[config.mk]
export PLATFORM = sky130hd
export DESIGN_NAME = pipeline_stall_controller
export DESIGN_NICKNAME = d
export VERILOG_FILES = /design/src/rtl/pipeline_stall_controller.sv
export SDC_FILE = /design/constraint.sdc
export NUM_CORES = 1
export LEC_CHECK = 0
export CELL_PAD_IN_SITES_DETAIL_PLACEMENT = 1
export CELL_PAD_IN_SITES_GLOBAL_PLACEMENT = 2
export CORE_ASPECT_RATIO = 0.5
export CORE_UTILIZATION = 30
export DETAILED_ROUTE_END_ITERATION = 12
export GPL_TIMING_DRIVEN = 1
export PLACE_DENSITY = 0.92
export SYNTH_ARGS = -nofsm -noshare
export SYNTH_HDL_FRONTEND = slang
export SYNTH_SLANG_ARGS = --single-unit
[constraint.sdc]
create_clock -name clk -period 4.8 [get_ports clk]
set_input_delay 0.96 -clock clk [delete_from_list [all_inputs] [get_ports clk]]
set_output_delay 0.96 -clock clk [all_outputs]
set_load 0.05 [all_outputs]
[src/rtl/pipeline_stall_controller.sv]
// Stall/flush sequencer for the 5-stage pipeline: merges load-use, branch redirect,
// data-memory wait and mul/div busy into per-stage write enables and bubble inserts.
module pipeline_stall_controller #(
  parameter int MEM_TIMEOUT = 16,
  parameter int CNT_WIDTH   = 32
) (
  input  logic                 clk,
  input  logic                 reset,
  input  logic                 ldUseStall,
  input  logic                 branchTaken,
  input  logic                 exmemMemReq,
  input  logic                 dmemReady,
  input  logic                 mulDivStart,
  input  logic                 mulDivDone,
  output logic                 pcWrite,
  output logic                 ifidWrite,
  output logic                 idexWrite,
  output logic                 exmemWrite,
  output logic                 memwbWrite,
  output logic                 ifidFlush,
  output logic                 idexFlush,
  output logic                 exmemFlush,
  output logic                 memError,
  output logic [CNT_WIDTH-1:0] stallCycles,
  output logic [CNT_WIDTH-1:0] flushCount,
  output logic [1:0]           dbg_state
);

  typedef enum logic [1:0] {
    ST_RUN      = 2'd0,
    ST_MEM_WAIT = 2'd1,
    ST_MD_BUSY  = 2'd2
  } state_t;

  localparam int TMO_W = $clog2(MEM_TIMEOUT) + 1;
  localparam logic [TMO_W-1:0] TMO_MAX = TMO_W'(MEM_TIMEOUT - 1);
  localparam logic [TMO_W-1:0] TMO_SET = TMO_W'(MEM_TIMEOUT - 2);

  // Enable vector order: {pc, ifid, idex, exmem, memwb}; flush order: {ifid, idex, exmem}.
  localparam logic [4:0] WE_ALL  = 5'b11111;
  localparam logic [4:0] WE_NONE = 5'b00000;
  localparam logic [4:0] WE_MD   = 5'b00011;
  localparam logic [4:0] WE_LDU  = 5'b00111;

  state_t                 state_q, state_d;
  logic [TMO_W-1:0]       tmo_q, tmo_d;
  logic                   mem_err_q, mem_err_d;
  logic [CNT_WIDTH-1:0]   stall_cnt_q, stall_cnt_d;
  logic [CNT_WIDTH-1:0]   flush_cnt_q, flush_cnt_d;

  logic [4:0] core_we, we;
  logic [2:0] core_fl, fl;
  state_t     core_next;
  logic       core_branch, branch_flush;

  // Branch / mul-div / load-use arbitration, shared by RUN and the MEM_WAIT release cycle.
  always_comb begin
    core_we     = WE_ALL;
    core_fl     = 3'b000;
    core_next   = ST_RUN;
    core_branch = 1'b0;
    if (branchTaken) begin
      core_fl     = 3'b110;
      core_branch = 1'b1;
    end else if (mulDivStart) begin
      core_we   = WE_MD;
      core_fl   = 3'b001;
      core_next = ST_MD_BUSY;
    end else if (ldUseStall) begin
      core_we = WE_LDU;
      core_fl = 3'b010;
    end
  end

  always_comb begin
    we           = WE_NONE;
    fl           = 3'b000;
    branch_flush = 1'b0;
    state_d      = state_q;
    tmo_d        = tmo_q;
    mem_err_d    = mem_err_q;
    if (!reset) begin
      case (state_q)
        ST_RUN: begin
          if (exmemMemReq && !dmemReady) begin
            we      = WE_NONE;
            state_d = ST_MEM_WAIT;
            tmo_d   = '0;
          end else begin
            we           = core_we;
            fl           = core_fl;
            state_d      = core_next;
            branch_flush = core_branch;
          end
        end
        ST_MEM_WAIT: begin
          if (!dmemReady) begin
            we = WE_NONE;
            if (tmo_q != TMO_MAX) tmo_d = tmo_q + TMO_W'(1);
            // The RUN cycle that entered counts as the first not-ready cycle.
            if (tmo_q == TMO_SET) mem_err_d = 1'b1;
          end else begin
            we           = core_we;
            fl           = core_fl;
            state_d      = core_next;
            branch_flush = core_branch;
          end
        end
        ST_MD_BUSY: begin
          if (!mulDivDone) begin
            we = WE_MD;
            fl = 3'b001;
          end else begin
            we      = WE_ALL;
            state_d = ST_RUN;
          end
        end
        default: begin
          we      = WE_NONE;
          state_d = ST_RUN;
        end
      endcase
    end
  end

  always_comb begin
    stall_cnt_d = stall_cnt_q;
    flush_cnt_d = flush_cnt_q;
    if (!we[4])       stall_cnt_d = stall_cnt_q + CNT_WIDTH'(1);
    if (branch_flush) flush_cnt_d = flush_cnt_q + CNT_WIDTH'(1);
  end

  always_ff @(posedge clk) begin
    if (reset) begin
      state_q     <= ST_RUN;
      tmo_q       <= '0;
      mem_err_q   <= 1'b0;
      stall_cnt_q <= '0;
      flush_cnt_q <= '0;
    end else begin
      state_q     <= state_d;
      tmo_q       <= tmo_d;
      mem_err_q   <= mem_err_d;
      stall_cnt_q <= stall_cnt_d;
      flush_cnt_q <= flush_cnt_d;
    end
  end

  assign {pcWrite, ifidWrite, idexWrite, exmemWrite, memwbWrite} = we;
  assign {ifidFlush, idexFlush, exmemFlush} = fl;
  assign memError    = mem_err_q;
  assign stallCycles = stall_cnt_q;
  assign flushCount  = flush_cnt_q;
  assign dbg_state   = state_q;

endmodule

==> summary.txt <==
Outcome
  • Outcome: complete, no violations

Setup path
  • Reg2reg start: dbg_state[0]
  • CP Class: primary input to output pin
  • CP Data Required Time: 3.84 ns
  • Crit path capture type: output pin
  • Crit path depth: 4
  • Reg-to-reg endpoint: flushCount[28]
  • Flop2flop setup slack: 2.12 ns
  • Cells along the critical path: clkdlybuf4s50_1, or3b_4, nor2_1, clkdlybuf4s50_1
  • Crit start category: primary input
  • Worst Path Arrival: 3.05 ns
  • Crit Path Max Fanout: 6
  • Worst Path Buf+Inv: 2
  • CP max stage delay: 0.86 ns
  • Worst-case reg-to-reg path depth: 4
  • Top delay family on crit path: buffers and inverters
  • Most used cell, CP: clkdlybuf4s50_1
  • CP max-delay cell: clkdlybuf4s50_1

Power
  • Power density over the cells: 294 nW/um2
  • VDD IR-drop max: 0.140 mV
  • Pleak: between 1.5 and 2 nW
  • Combinational share of power: 0.090
  • Pint: 1.12 mW
  • Clock share of power: 0.491
  • Switching power: 0.352 mW
  • Register share of total power: 0.419
  • Sw Ratio: 0.240

STA
  • Slew @ Worst Pin: 0.826 ns
  • Layout Skew: 0.00666 ns
  • Pins Over Slew Limit: 0
  • Max Clock Freq: around 0.25 GHz
  • Fin crit share: 0.835
  • Final TNS setup: 0 ns
  • RSZ-0062 raised after global routing: no
  • Fin. Hold Viols: 0
  • Final Hold Slack: 0.471 ns
  • Rel. slew slack: 0.448
  • Final setup viols: 0
  • Final period demand of the worst path: 4.01 ns

Synth
  • Synth warn: 0
  • Synth cell types: 43
  • Post-Syn Nets: about 460
  • Share of the synthesized area in the top cell type: 0.382
  • Ranking of synthesized cells by area: dfxtp_1 38%, or4_1 6.4%, mux2_2 5.7%
  • Seq cells post-synth: 72
  • Synth area leader: dfxtp_1
  • Synthesized area per cell: 8.42 um2
  • Synthesized area: 3770 um2
  • Seq/Total Area, Yosys: 0.382
  • Mapped Cells: around 450

Die
  • Die H: roughly 81 um
  • Chip width: 161 um
  • Num ports: between 80 and 90
  • Initial core utilization: 0.314
  • Full die area: 13100 um2
  • Core area: 12000 um2
  • Row Count: 28

Clock tree
  • Clock Sink Count: 72
  • H-tree levels: 3
  • Resized Gates After CTS: 0
  • Post-CTS Hold Buffers: 0
  • Root Buffer: clkbuf_16
  • Buffer count from post-CTS setup fixing: 0
  • Clk_lat worst skew: between 0.3 and 0.4 ns
  • Worst-path clk slew: 0.05 ns
  • TritonCTS clock tree: done
  • Clock Tree Buf Depth: 2
  • TritonCTS Buffers: 9

Final layout
  • Most common cell after layout, fill and taps aside: clkdlybuf4s50_1
  • # fillers: 1430
  • Multi-input gate area: 2150 um2
  • Proportion of layout cells with a drive suffix above 1: 0.0927
  • Diodes inserted: 0
  • Storage cell area: 1440 um2
  • Final Instance Count excl. Fillers: roughly 700
  • # nets final: 526
  • Layout area overhead: 32.2%
  • Most frequent cells in the layout: 79 x clkdlybuf4s50_1, 72 x dfxtp_1, 41 x a21oi_1, 39 x nor2_1, 32 x or4_1

Min path
  • Min-delay worst type: register to register
  • Hold path cells: 2
  • WHS Endpoint: memError
  • Min-delay src: memError

Route
  • Avg WL per Cell: 16.0 um
  • M1 wire length: roughly 5400 um
  • Met3 wire len: 369 um
  • Wire length on met2: ~5000 um
  • Drt drc: 0
  • Vias: 3683
  • 1st-pass router iterations: 4
  • Max layer used: met4
  • Post-DRT Antenna Nets: 0
  • 1st-iter DRT viols: 153
  • DRT Wirelength: 11000 um
  • Via-to-Cell Ratio: 5.39

Placed design
  • Hpwl dp: between 7000 and 8000 um
  • Inst Count DP: 667
  • Gp weighted congestion: 0.743
  • I/O Buffers: 82

GRT
  • Largest net degree at the start of global routing: 39
  • Number of global-route vias before repair: 3607
  • Global route overflow: 0
  • First-pass GRT wire length: approximately 18000 um
  • Initial antenna violation count: 0
  • GRT Util Overall: 0.175

Run
  • Max Cap Viol: 0
sequential cells by signal, indices dropped and copies added, names as in the netlist:
name,cells
memError,1
stallCycles,32
tmo_q,5
flushCount,32
dbg_state,2
metal layers:
layer,vias to the layer above,GRT usage
li1,1795,-
met1,1825,0.229
met4,0,0.0429
met5,-,0
met3,7,0.0368
met2,56,0.296
worst max-delay path by stage:
| stage | start | slack, ns | end |
|---|---|---|---|
| floorplan | reset | 0.62 | exmemFlush |
| global placement | mulDivDone | 0.81 | idexWrite |
| detailed placement | mulDivDone | 0.81 | idexWrite |
| CTS | mulDivDone | 0.80 | idexWrite |
| global route | exmemMemReq | 0.64 | idexWrite |
| finish | branchTaken | 0.79 | ifidFlush |
power groups by stage:
stage                     clock network, mW  registers (mW)  logic (mW)
after floorplan                           0           0.646      0.0728
after global placement                    0           0.628       0.131
after detailed placement                  0           0.628       0.133
after CTS                             0.735           0.615       0.133
after global routing                  0.769           0.617       0.142
final                                 0.721           0.615       0.132
layout make-up:
type / instances / share of cell area
clock inverter: 3 / 0.0130
clock buffer: 13 / 0.0502
tap: 165 / 0.0414
sequential: 72 / 0.289
timing repair buffer: 86 / 0.169
multi-input combinational: 335 / 0.431
inverter: 9 / 0.00677
kinds of logic after synthesis:
group	share of synthesized area
mux	0.0567
buf+inv	0.0501
flops	0.382
fa+ha+maj	0.0166
xor+xnor	0.0255
compound gates	0.143
simple gates	0.325
metrics by stage:
| step | power, mW | setup WS [ns] | util | instance area [um2] |
|---|---|---|---|---|
| floorplan | 0.718 | 0.620 | - | 3770 |
| global placement | 0.759 | 0.815 | 0.389 | 4670 |
| detailed placement | 0.761 | 0.808 | 0.389 | 4670 |
| CTS | 1.48 | 0.798 | 0.415 | 4990 |
| global route | 1.53 | 0.644 | 0.415 | 4990 |
| finish | 1.47 | 0.791 | 0.415 | 4990 |
Yosys cell counts, drive strengths merged:
cell type and n:
nand2b 1, o21ai 12, nor2 39, a31oi 1, nand2 28, nor3 3, mux2 19, and3 6
nor4 15, xor2 7, nor4b 2, o41ai 2, or4 32, a21oi 41, or3b 1, ha 5
o31ai 28, inv 9, clkbuf 16, nor3b 2, o21ba 2, or3 11, a31o 1, or2 1
nand4 17, nor4bb 1, nor2b 19, o21bai 1, buf 16, and2 2, or4bb 1, dfxtp 72
nand3 22, xnor2 4, and4 9
worst reg2reg max path: stages, from the launching register on:
cell	delay, ns
dfxtp_1	0.41
o21bai_1	0.48
nand3_1	0.72
nor4_1	0.57
mux2_2	0.38
Power figures use the tool's default switching activity.
